--- config.mk ---
export PLATFORM = sky130hd
export DESIGN_NAME = pong_game_seq
export DESIGN_NICKNAME = d
export VERILOG_FILES = /design/src/rtl/pong_pkg.sv /design/src/rtl/pong_edge_sync.sv /design/src/rtl/pong_game_seq.sv
export SDC_FILE = /design/constraint.sdc
export NUM_CORES = 1
export LEC_CHECK = 0
export CELL_PAD_IN_SITES_DETAIL_PLACEMENT = 1
export CELL_PAD_IN_SITES_GLOBAL_PLACEMENT = 1
export CORE_MARGIN = 3
export CORE_UTILIZATION = 30
export CTS_BUF_LIST = sky130_fd_sc_hd__clkbuf_4
export DETAILED_ROUTE_END_ITERATION = 12
export PLACE_DENSITY_LB_ADDON = 0.2
export SLEW_MARGIN = 20
export SYNTH_ARGS = -nofsm -noshare
export SYNTH_HDL_FRONTEND = slang
export SYNTH_HIERARCHICAL = 1
export SYNTH_SLANG_ARGS = --single-unit
--- constraint.sdc ---
create_clock -name clk_i -period 2.7 [get_ports clk_i]
set_input_delay 0.81 -clock clk_i [delete_from_list [all_inputs] [get_ports clk_i]]
set_output_delay 0.81 -clock clk_i [all_outputs]
set_load 0.005 [all_outputs]
--- src/rtl/pong_pkg.sv ---
// -----------------------------------------------------------------------------
// pong_pkg
// Shared types and constants for the pong game sequencer.
//   state_e      : game sequencer states (IDLE, SERVE, PLAY, OVER)
//   WINNER_*     : encodings driven on Winner_o
//   SCORE_W      : width of each player's score
//   FRAME_CNT_W  : width of the serve-hold frame counter
// -----------------------------------------------------------------------------
package pong_pkg;

  localparam int SCORE_W     = 4;
  localparam int FRAME_CNT_W = 8;

  typedef enum logic [1:0] {
    IDLE  = 2'd0,
    SERVE = 2'd1,
    PLAY  = 2'd2,
    OVER  = 2'd3
  } state_e;

  localparam logic [1:0] WINNER_NONE = 2'b00;
  localparam logic [1:0] WINNER_P1   = 2'b01;
  localparam logic [1:0] WINNER_P2   = 2'b10;

endpackage

--- src/rtl/pong_edge_sync.sv ---
// -----------------------------------------------------------------------------
// pong_edge_sync
// Two-flop synchroniser followed by a single-cycle edge detector.
//   clk_i       : pixel clock
//   rst_n_i     : asynchronous active-low reset
//   async_i     : asynchronous input pin
//   edge_o      : one-cycle pulse on the selected edge of the synchronised input
// Parameters:
//   DETECT_RISE : 1 = pulse on rising edge, 0 = pulse on falling edge
//   RESET_VAL   : value loaded into every flop of the chain during reset. Using
//                 the idle level of the pin means releasing reset cannot by
//                 itself look like an edge.
// -----------------------------------------------------------------------------
module pong_edge_sync
  import pong_pkg::*;
#(
  parameter bit DETECT_RISE = 1'b1,
  parameter bit RESET_VAL   = 1'b0
) (
  input  logic clk_i,
  input  logic rst_n_i,
  input  logic async_i,
  output logic edge_o
);

  logic meta_q, meta_d;
  logic sync_q, sync_d;
  logic prev_q, prev_d;

  always_comb begin
    meta_d = async_i;
    sync_d = meta_q;
    prev_d = sync_q;
  end

  always_ff @(posedge clk_i or negedge rst_n_i) begin
    if (!rst_n_i) begin
      meta_q <= RESET_VAL;
      sync_q <= RESET_VAL;
      prev_q <= RESET_VAL;
    end else begin
      meta_q <= meta_d;
      sync_q <= sync_d;
      prev_q <= prev_d;
    end
  end

  // prev_q is one cycle behind sync_q, so a difference marks an edge.
  assign edge_o = DETECT_RISE ? (sync_q & ~prev_q) : (~sync_q & prev_q);

endmodule

--- src/rtl/pong_game_seq.sv ---
// -----------------------------------------------------------------------------
// pong_game_seq
// Game sequencer for a two-player pong: serve hold, play, scoring and game over.
//   clk_i          : 25 MHz pixel clock
//   rst_n_i        : asynchronous active-low reset (forces IDLE)
//   Vsync_i        : VGA vsync, active low; each falling edge is one frame tick
//   Game_Start_i   : start request level; only its rising edge is used
//   Miss_P1_i      : pulse, ball passed player 1 (player 2 scores)
//   Miss_P2_i      : pulse, ball passed player 2 (player 1 scores)
//   Ball_Hold_o    : hold ball at screen centre
//   Ball_En_o      : enable ball motion
//   Serve_Dir_o    : serve direction (0 = toward P1, 1 = toward P2)
//   Paddle_En_o    : enable paddle motion
//   Score_P1_o     : player 1 score
//   Score_P2_o     : player 2 score
//   Game_Active_o  : high in SERVE and PLAY
//   Winner_o       : 00 none, 01 player 1, 10 player 2
// Parameters: WIN_SCORE (1..15), SERVE_FRAMES (1..255).
// -----------------------------------------------------------------------------
module pong_game_seq
  import pong_pkg::*;
#(
  parameter int WIN_SCORE    = 9,
  parameter int SERVE_FRAMES = 60
) (
  input  logic               clk_i,
  input  logic               rst_n_i,
  input  logic               Vsync_i,
  input  logic               Game_Start_i,
  input  logic               Miss_P1_i,
  input  logic               Miss_P2_i,
  output logic               Ball_Hold_o,
  output logic               Ball_En_o,
  output logic               Serve_Dir_o,
  output logic               Paddle_En_o,
  output logic [SCORE_W-1:0] Score_P1_o,
  output logic [SCORE_W-1:0] Score_P2_o,
  output logic               Game_Active_o,
  output logic [1:0]         Winner_o
);

  localparam logic [SCORE_W-1:0]     WIN_SCORE_C    = SCORE_W'(WIN_SCORE);
  localparam logic [FRAME_CNT_W-1:0] SERVE_FRAMES_C = FRAME_CNT_W'(SERVE_FRAMES);
  localparam logic [SCORE_W-1:0]     SCORE_ONE      = SCORE_W'(1);

  logic frame_tick;
  logic start_edge;

  // Vsync idles high, so its chain resets high; start idles low.
  pong_edge_sync #(
    .DETECT_RISE (1'b0),
    .RESET_VAL   (1'b1)
  ) u_vsync_sync (
    .clk_i   (clk_i),
    .rst_n_i (rst_n_i),
    .async_i (Vsync_i),
    .edge_o  (frame_tick)
  );

  pong_edge_sync #(
    .DETECT_RISE (1'b1),
    .RESET_VAL   (1'b0)
  ) u_start_sync (
    .clk_i   (clk_i),
    .rst_n_i (rst_n_i),
    .async_i (Game_Start_i),
    .edge_o  (start_edge)
  );

  state_e                 state_q, state_d;
  logic [FRAME_CNT_W-1:0] frame_cnt_q, frame_cnt_d;
  logic [SCORE_W-1:0]     score_p1_q, score_p1_d;
  logic [SCORE_W-1:0]     score_p2_q, score_p2_d;
  logic                   serve_dir_q, serve_dir_d;
  logic [1:0]             winner_q, winner_d;
  logic                   ball_hold_q, ball_hold_d;
  logic                   ball_en_q, ball_en_d;
  logic                   paddle_en_q, paddle_en_d;
  logic                   game_active_q, game_active_d;

  always_comb begin
    state_d     = state_q;
    frame_cnt_d = frame_cnt_q;
    score_p1_d  = score_p1_q;
    score_p2_d  = score_p2_q;
    serve_dir_d = serve_dir_q;
    winner_d    = winner_q;

    case (state_q)
      IDLE, OVER: begin
        if (start_edge) begin
          score_p1_d  = '0;
          score_p2_d  = '0;
          serve_dir_d = 1'b1;
          winner_d    = WINNER_NONE;
          frame_cnt_d = '0;
          state_d     = SERVE;
        end
      end

      SERVE: begin
        // Leaving one cycle after the count is reached makes the hold span
        // exactly SERVE_FRAMES ticks.
        if (frame_cnt_q == SERVE_FRAMES_C) begin
          state_d = PLAY;
        end else if (frame_tick) begin
          frame_cnt_d = frame_cnt_q + 1'b1;
        end
      end

      PLAY: begin
        if (Miss_P1_i && Miss_P2_i) begin
          // Simultaneous miss: nobody scores, serve flips to the other side.
          serve_dir_d = ~serve_dir_q;
          frame_cnt_d = '0;
          state_d     = SERVE;
        end else if (Miss_P2_i) begin
          score_p1_d  = score_p1_q + SCORE_ONE;
          serve_dir_d = 1'b1;
          if (score_p1_d == WIN_SCORE_C) begin
            winner_d = WINNER_P1;
            state_d  = OVER;
          end else begin
            frame_cnt_d = '0;
            state_d     = SERVE;
          end
        end else if (Miss_P1_i) begin
          score_p2_d  = score_p2_q + SCORE_ONE;
          serve_dir_d = 1'b0;
          if (score_p2_d == WIN_SCORE_C) begin
            winner_d = WINNER_P2;
            state_d  = OVER;
          end else begin
            frame_cnt_d = '0;
            state_d     = SERVE;
          end
        end
      end

      default: state_d = IDLE;
    endcase

    // Decoded from the next state so the registered outputs change on the
    // same edge as the state register.
    ball_hold_d   = (state_d != PLAY);
    ball_en_d     = (state_d == PLAY);
    paddle_en_d   = (state_d == SERVE) || (state_d == PLAY);
    game_active_d = (state_d == SERVE) || (state_d == PLAY);
  end

  always_ff @(posedge clk_i or negedge rst_n_i) begin
    if (!rst_n_i) begin
      state_q       <= IDLE;
      frame_cnt_q   <= '0;
      score_p1_q    <= '0;
      score_p2_q    <= '0;
      serve_dir_q   <= 1'b1;
      winner_q      <= WINNER_NONE;
      ball_hold_q   <= 1'b1;
      ball_en_q     <= 1'b0;
      paddle_en_q   <= 1'b0;
      game_active_q <= 1'b0;
    end else begin
      state_q       <= state_d;
      frame_cnt_q   <= frame_cnt_d;
      score_p1_q    <= score_p1_d;
      score_p2_q    <= score_p2_d;
      serve_dir_q   <= serve_dir_d;
      winner_q      <= winner_d;
      ball_hold_q   <= ball_hold_d;
      ball_en_q     <= ball_en_d;
      paddle_en_q   <= paddle_en_d;
      game_active_q <= game_active_d;
    end
  end

  assign Ball_Hold_o   = ball_hold_q;
  assign Ball_En_o     = ball_en_q;
  assign Serve_Dir_o   = serve_dir_q;
  assign Paddle_En_o   = paddle_en_q;
  assign Score_P1_o    = score_p1_q;
  assign Score_P2_o    = score_p2_q;
  assign Game_Active_o = game_active_q;
  assign Winner_o      = winner_q;

endmodule

==> summary.md, run 1 <==
| Metric | Value |
|---|---|
| Post-Synthesis Net Count | 213 |
| Vias | 1563 |
| Antenna fix cells | 0 |
| DRC | 0 |
| CTS Buffer Depth | 2 |
| Initial DRC count | 76 |
| WL per Instance | 15.04 um |
| Die height | roughly 83 um |
| Antenna viol nets, final | 0 |
| Slew Viols, Final | 0 |
| Final hold viol count | 0 |
| CP Launch Type | flip-flop |
| Critical path buffer and inverter count | 2 |
| Vias per cell | 5.175 |
| WS Path Type | flip-flop to flip-flop |
| Actual slew at the worst max-slew pin | 591.8 ps |
| Register bit count reported by yosys | 30 |
| Syn Area/Cell | between 9 and 10 um^2 |
| Final wirelength | roughly 4500 um |
| Largest net degree at the start of global routing | 31 |
| Post-Syn Instances | 197 |
| CTS tree | built |
| Layout cells sized above 1 | 0.1609 |
| Boundary Pins | 21 |
| Max Cap Violations | 0 |
| Worst-Skew Late Latency | around 340 ps |
| Area Growth Syn to Fin | 22.49% |
| Num Clock Sinks | 30 |
| Setup Fix Bufs, Post-CTS | 0 |
| # resized after CTS | 0 |
| Worst vdd ir | around 200 uV |
| Clock share of power | 0.226 |
| RD Place Congestion | around 0.78 |
| Crit path max-delay family | simple AND/OR/NAND/NOR gates |
| H-Tree Depth | 2 |
| Core area | between 5000 and 6000 um^2 |
| Run status | complete, no violations |
| Starting Density | 0.3165 |
| CP max stage delay | about 480 ps |
| Final period util | 0.8676 |
| Sw Share | 0.3682 |
| Hold Path Class | flip-flop to flip-flop |
| F_max | roughly 430 MHz |
| Power per Cell Area | about 550 nW/um^2 |
| Buffers on Ports | 20 |
| Global-route usage over all layers | 0.1414 |
| Internal power | approximately 750 uW |
| Number of synthesized flops with an enable pin | 0 |
| CTS clk-pin slew, worst paths | about 100 ps |
| Die Wd | between 80 and 90 um |
| Seq pwr share | 0.440 |
| Finished Core Util | 0.3877 |
| Hold slack | between 300 and 400 ps |
| Crit end category | flip-flop |
| Worst slew margin | 0.6054 |
| # setup viols final | 0 |
| Final HPWL DP | roughly 3200 um |
| Leakage | 0.0009412 uW |
| Setup TNS | 0 ps |
| Synth Cell Area | between 1500 and 2000 um^2 |
| Hold buffer count at cts | 0 |
| Drt first pass iters | 4 |
| Final nets | 245 |
| CTS Root Cell | clkbuf_4 |
| Data arrival, critical path | between 2000 and 3000 ps |
| Minimum clock period | approximately 2300 ps |
| Sw Pwr | roughly 440 uW |
| CP Max Fanout | 6 |
| RSZ-0062 raised after global routing | false |
| CP cell instances | inv_1, ha_1, nand2b_1, nor3_1, nor2_1, o32ai_1, ha_1, inv_1 |
| GRT overflow | 0 |
| First-pass GRT wire length | 7886 um |
| Initial antenna violation count | 0 |
| Comb power frac | 0.334 |
| Ys flop type | dfrtp_1 |
| Unique masters post-synth | 48 |
| CTS Buf Count | 5 |
| # rows | 27 |
| Sequential element share of the synthesized area | 0.4240 |
| Vias in the first global route | between 1.5k and 2k |
| Crit path required time | about 3000 ps |
| Die area | 6913 um^2 |
| Async set or reset register ratio after synthesis | 1.000 |
| Syn. warnings | 6 |
| Fin Clk Skew | 15.15 ps |
| Crit-path slowest cell | o32ai_1 |
==> synthesized netlist by cell type, types with 2 or more instances <==
cell      instances  area, um^2
ha_1             10       125.1
mux2i_1           2       20.02
nor2b_4           2       27.53
o21ai_0          27       135.1
clkbuf_1          5       18.77
nor2_1            9       33.78
nor3_1            4       20.02
dfstp_2           5       131.4
inv_1            18       67.56
nand4_1           4       25.02
nand2_1          28       105.1
nand2b_1          2       12.51
o31ai_1           5       37.54
a21oi_1          10       50.05
nand3_1           7       35.03
dfrtp_1          25       625.6
nor2b_1           3       18.77
==> through the flow <==
step                      instance area [um^2]  worst slack, ps  std cells  power (uW)
after CTS                                 2187            333.6        302        1213
after global routing                      2187            167.7        302        1290
after detailed placement                  2132            127.6        294       936.2
after global placement                    2132            170.1        294       925.9
final                                     2187            357.5        302        1194
after floorplan                           1785            543.2        197       787.0
==> sequential cells by signal, indices dropped and copies added (netlist names), 2 cells and up <==
signal	count
Score_P2_o	4
Score_P1_o	4
frame_cnt_q	8
state_q	2
Winner_o	2
==> final cells by class <==
type | count | area, um^2
fillers | 659 | 3455
multi-input cells | 143 | 934.6
flip-flops and latches | 30 | 757.0
repair buffers | 31 | 282.8
well taps | 72 | 90.09
inverters | 18 | 67.56
clock buffers | 6 | 45.04
clock inverters | 2 | 10.01
==> layer usage <==
layer  track usage  wire [um]  vias to the layer above
met2        0.2026       1906                       25
met5             0          0                        -
met1        0.2020       2389                      774
li1              -          -                      758
met3       0.03472        159                        6
met4       0.05795         85                        0
==> placed cells by master (no fill, tap or decap), types with 5 or more instances in the layout <==
cell type        count
ha_1                10
clkbuf_4             6
o31ai_1              5
nand2_1             28
dfstp_2              5
inv_1               18
clkdlybuf4s50_1     20
o21ai_0             27
buf_4               11
nand3_1              7
nor2_1               9
a21oi_1             10
dfrtp_1             25
==> worst paths after layout <==
path,startpoint,end,slack (ps),cells past startpoint
max in group asynchronous,rst_n_i,Ball_Hold_o,1490,2
min in group asynchronous,rst_n_i,frame_cnt_q[7],870,2
hold reg to reg,u_start_sync/meta_q,u_start_sync/prev_d,360,0
setup reg to reg,frame_cnt_q[0],Game_Active_o,360,8
hold / removal,u_start_sync/meta_q,u_start_sync/prev_d,360,0
setup / recovery,frame_cnt_q[0],Game_Active_o,360,8
==> cell families (layout without fill, tap and decap cells) <==
logic type / after synthesis / count (layout) / share of synthesized area
fa+ha+maj: 10 / 10 / 0.07008
compound gates: 58 / 58 / 0.2138
buf+inv: 24 / 57 / 0.05256
mux: 3 / 3 / 0.01962
flops: 30 / 30 / 0.4240
simple gates: 72 / 72 / 0.2201
==> worst register-to-register path, stage by stage, from the launching register on <==
cell      delay (ps)
dfrtp_1          440
inv_1            110
ha_1             150
nand2b_1         110
nor3_1           440
nor2_1           180
o32ai_1          480
ha_1             320
inv_1             50
==> power groups by stage <==
stage	logic, uW	registers (uW)	clock network (uW)
final	399	526	270
after global routing	450	535	306
after CTS	403	526	285
after detailed placement	402	535	0
after global placement	392	533	0
after floorplan	262	525	0
No activity file was read; power rests on OpenSTA's default activity.
==> inputs of run 2 (changes only) <==
==> constraint.sdc (replaced) <==
create_clock -name clk_i -period 2.6 [get_ports clk_i]
set_input_delay 0.78 -clock clk_i [delete_from_list [all_inputs] [get_ports clk_i]]
set_output_delay 0.78 -clock clk_i [all_outputs]
set_load 0.005 [all_outputs]
==> summary.md, run 2 (same netlist as run 1, synthesis figures left out) <==
| Metric | Value |
|---|---|
| Comb power frac | 0.332 (-0.002) |
| First-pass GRT wire length | 7803 um (-1.1%) |
| Final period util | 0.8844 (+0.01676) |
| Worst r2r src | frame_cnt_q[0] |
| Max Cap Violations | 0 (unchanged) |
| Slew Viols, Final | 0 (unchanged) |
| Data arrival, critical path | 2570 ps (-50 ps) |
| Worst slew margin | 0.6229 (+0.01744) |
| Largest net degree at the start of global routing | 31 (unchanged) |
| CTS tree | built |
| Most frequent cells in the layout | nand2_1, o21ai_0, dfrtp_1 |
| Dpl cell area | 2147 um^2 (+0.70%) |
| CP Max Fanout | 6 (unchanged) |
| Vias | 1500 (-4.0%) |
| HP Start | u_vsync_sync/meta_q |
| Worst Setup SP | frame_cnt_q[0] |
| Initial DRC count | 49 (-36%) |
| Core area | 5642 um^2 (unchanged) |
| Minimum clock period | 2299 ps (-43.19 ps) |
| Die height | 83.15 um (unchanged) |
| Fin Clk Skew | 10.91 ps (-4.235 ps) |
| Boundary Pins | 21 (unchanged) |
| Setup TNS | 0 ps (unchanged) |
| Area Growth Syn to Fin | 23.34% |
| DRC | 0 (unchanged) |
| Most common cell after layout, fill and taps aside | nand2_1 |
| Final HPWL DP | 3282 um (+1.4%) |
| Antenna fix cells | 0 (unchanged) |
| Design Area, Final | 2202 um^2 (+0.69%) |
| # resized after CTS | 0 (unchanged) |
| Final nets | 247 (+0.82%) |
| Antenna viol nets, final | 0 (unchanged) |
| Drt first pass iters | 4 (unchanged) |
| Power per Cell Area | 559.7 nW/um^2 (+2.5%) |
| WS Path Type | flip-flop to flip-flop |
| CTS Buf Count | 5 (unchanged) |
| Actual slew at the worst max-slew pin | 561.4 ps (-30.48 ps) |
| Global-route usage over all layers | 0.1383 (-0.003084) |
| Number of placed instances, taps included | 296 (+0.68%) |
| GRT overflow | 0 (unchanged) |
| Starting Density | 0.3165 (unchanged) |
| Buffers on Ports | 20 (unchanged) |
| CTS Buffer Depth | 2 (unchanged) |
| Met3 routed WL | 131 um (-18%) |
| H-Tree Depth | 2 (unchanged) |
| Setup Fix Bufs, Post-CTS | 0 (unchanged) |
| Die Wd | 83.15 um (unchanged) |
| Clock share of power | 0.226 (about the same) |
| RD Place Congestion | 0.7766 (-0.18%) |
| Run status | complete, no violations |
| CTS Root Cell | clkbuf_4 |
| Crit end category | flip-flop |
| # setup viols final | 0 (unchanged) |
| # rows | 27 (unchanged) |
| Max reg flops | 8 (unchanged) |
| Die area | 6913 um^2 (unchanged) |
| Crit path required time | 2870 ps (-100 ps) |
| Final wirelength | 4462 um (-1.7%) |
| Worst-Skew Late Latency | 330 ps (about the same) |
| Setup WS post-layout | 300.6 ps (-56.81 ps) |
| Internal power | 784.1 uW (+3.9%) |
| Hold buffer count at cts | 0 (unchanged) |
| CTS clk-pin slew, worst paths | 100 ps (about the same) |
| Hold Path Class | flip-flop to flip-flop |
| Metal2 WL | 1885 um (-1.1%) |
| Worst vdd ir | 208.2 uV (+5.3%) |
| Sw Pwr | 448.4 uW (+2.0%) |
| Sw Share | 0.3638 (-0.004411) |
| Tot Pwr | 1232 uW (+3.2%) |
| Vias per cell | 4.934 (-4.7%) |
| Vias in the first global route | 1558 (-2.9%) |
| Final hold viol count | 0 (unchanged) |
| Metal1 wirelength | 2408 um (+0.80%) |
| CP Launch Type | flip-flop |
| WL per Instance | 14.68 um (-2.4%) |
| Place WS | 70.90 ps (-56.70 ps) |
| Non-Filler Instances | 304 (+0.66%) |
| Most flops, register | frame_cnt_q |
| RSZ-0062 raised after global routing | false |
| Initial antenna violation count | 0 (unchanged) |
| Num Clock Sinks | 30 (unchanged) |
| Top Layer Used | met4 |
| Layout cells sized above 1 | 0.1681 (+0.007234) |
| F_max | 434.9 MHz (+1.9%) |
| Leakage | 0.0009515 uW (+1.1%) |
| Seq pwr share | 0.442 (+0.002) |
==> run 2: critical path, stage by stage (launching register included) <==
cell and delay [ps]:
dfrtp_1 440, inv_1 100, ha_1 150, nand2b_1 110
nor3_1 460, nor2_1 180, o32ai_1 440, ha_1 310
inv_1 50
==> run 2: power by group through the flow <==
stage               Sequential [uW]  Clock, uW  Combinational, uW
floorplan                       545          0                273
global placement                553          0                410
detailed placement              554          0                414
CTS                             546        297                416
global route                    555        317                469
finish                          545        279                409
==> run 2: worst paths after layout <==
| path | to | cells after the start | slack, ps |
|---|---|---|---|
| hold / removal | u_vsync_sync/prev_d | 0 | 350 |
| max in group asynchronous | Serve_Dir_o | 2 | 1430 |
| setup / recovery | Game_Active_o | 8 | 300 |
| min in group asynchronous | frame_cnt_q[7] | 2 | 840 |
| setup reg to reg | Game_Active_o | 8 | 300 |
| hold reg to reg | u_vsync_sync/prev_d | 0 | 350 |
==> run 2: cell type report <==
class	count	area [um^2]
multi-input combinational	143	934.6
tap	72	90.09
timing repair buffer	33	297.8
clock inverter	2	10.01
inverter	18	67.56
fill	675	3440
clock buffer	6	45.04
sequential	30	757.0
==> run 2: layer usage <==
| metal | GRT usage | up-vias |
|---|---|---|
| met1 | 0.2049 | 714 |
| met2 | 0.1975 | 22 |
| li1 | - | 759 |
| met5 | 0 | - |
| met4 | 0.03566 | 0 |
| met3 | 0.03671 | 5 |
==> run 2: metrics by stage <==
step,utilization,hold WS (ps)
global placement,0.3806,335.1
floorplan,-,331.2
finish,0.3903,354.8
global route,0.3903,356.3
detailed placement,0.3806,336.3
CTS,0.3903,358.3
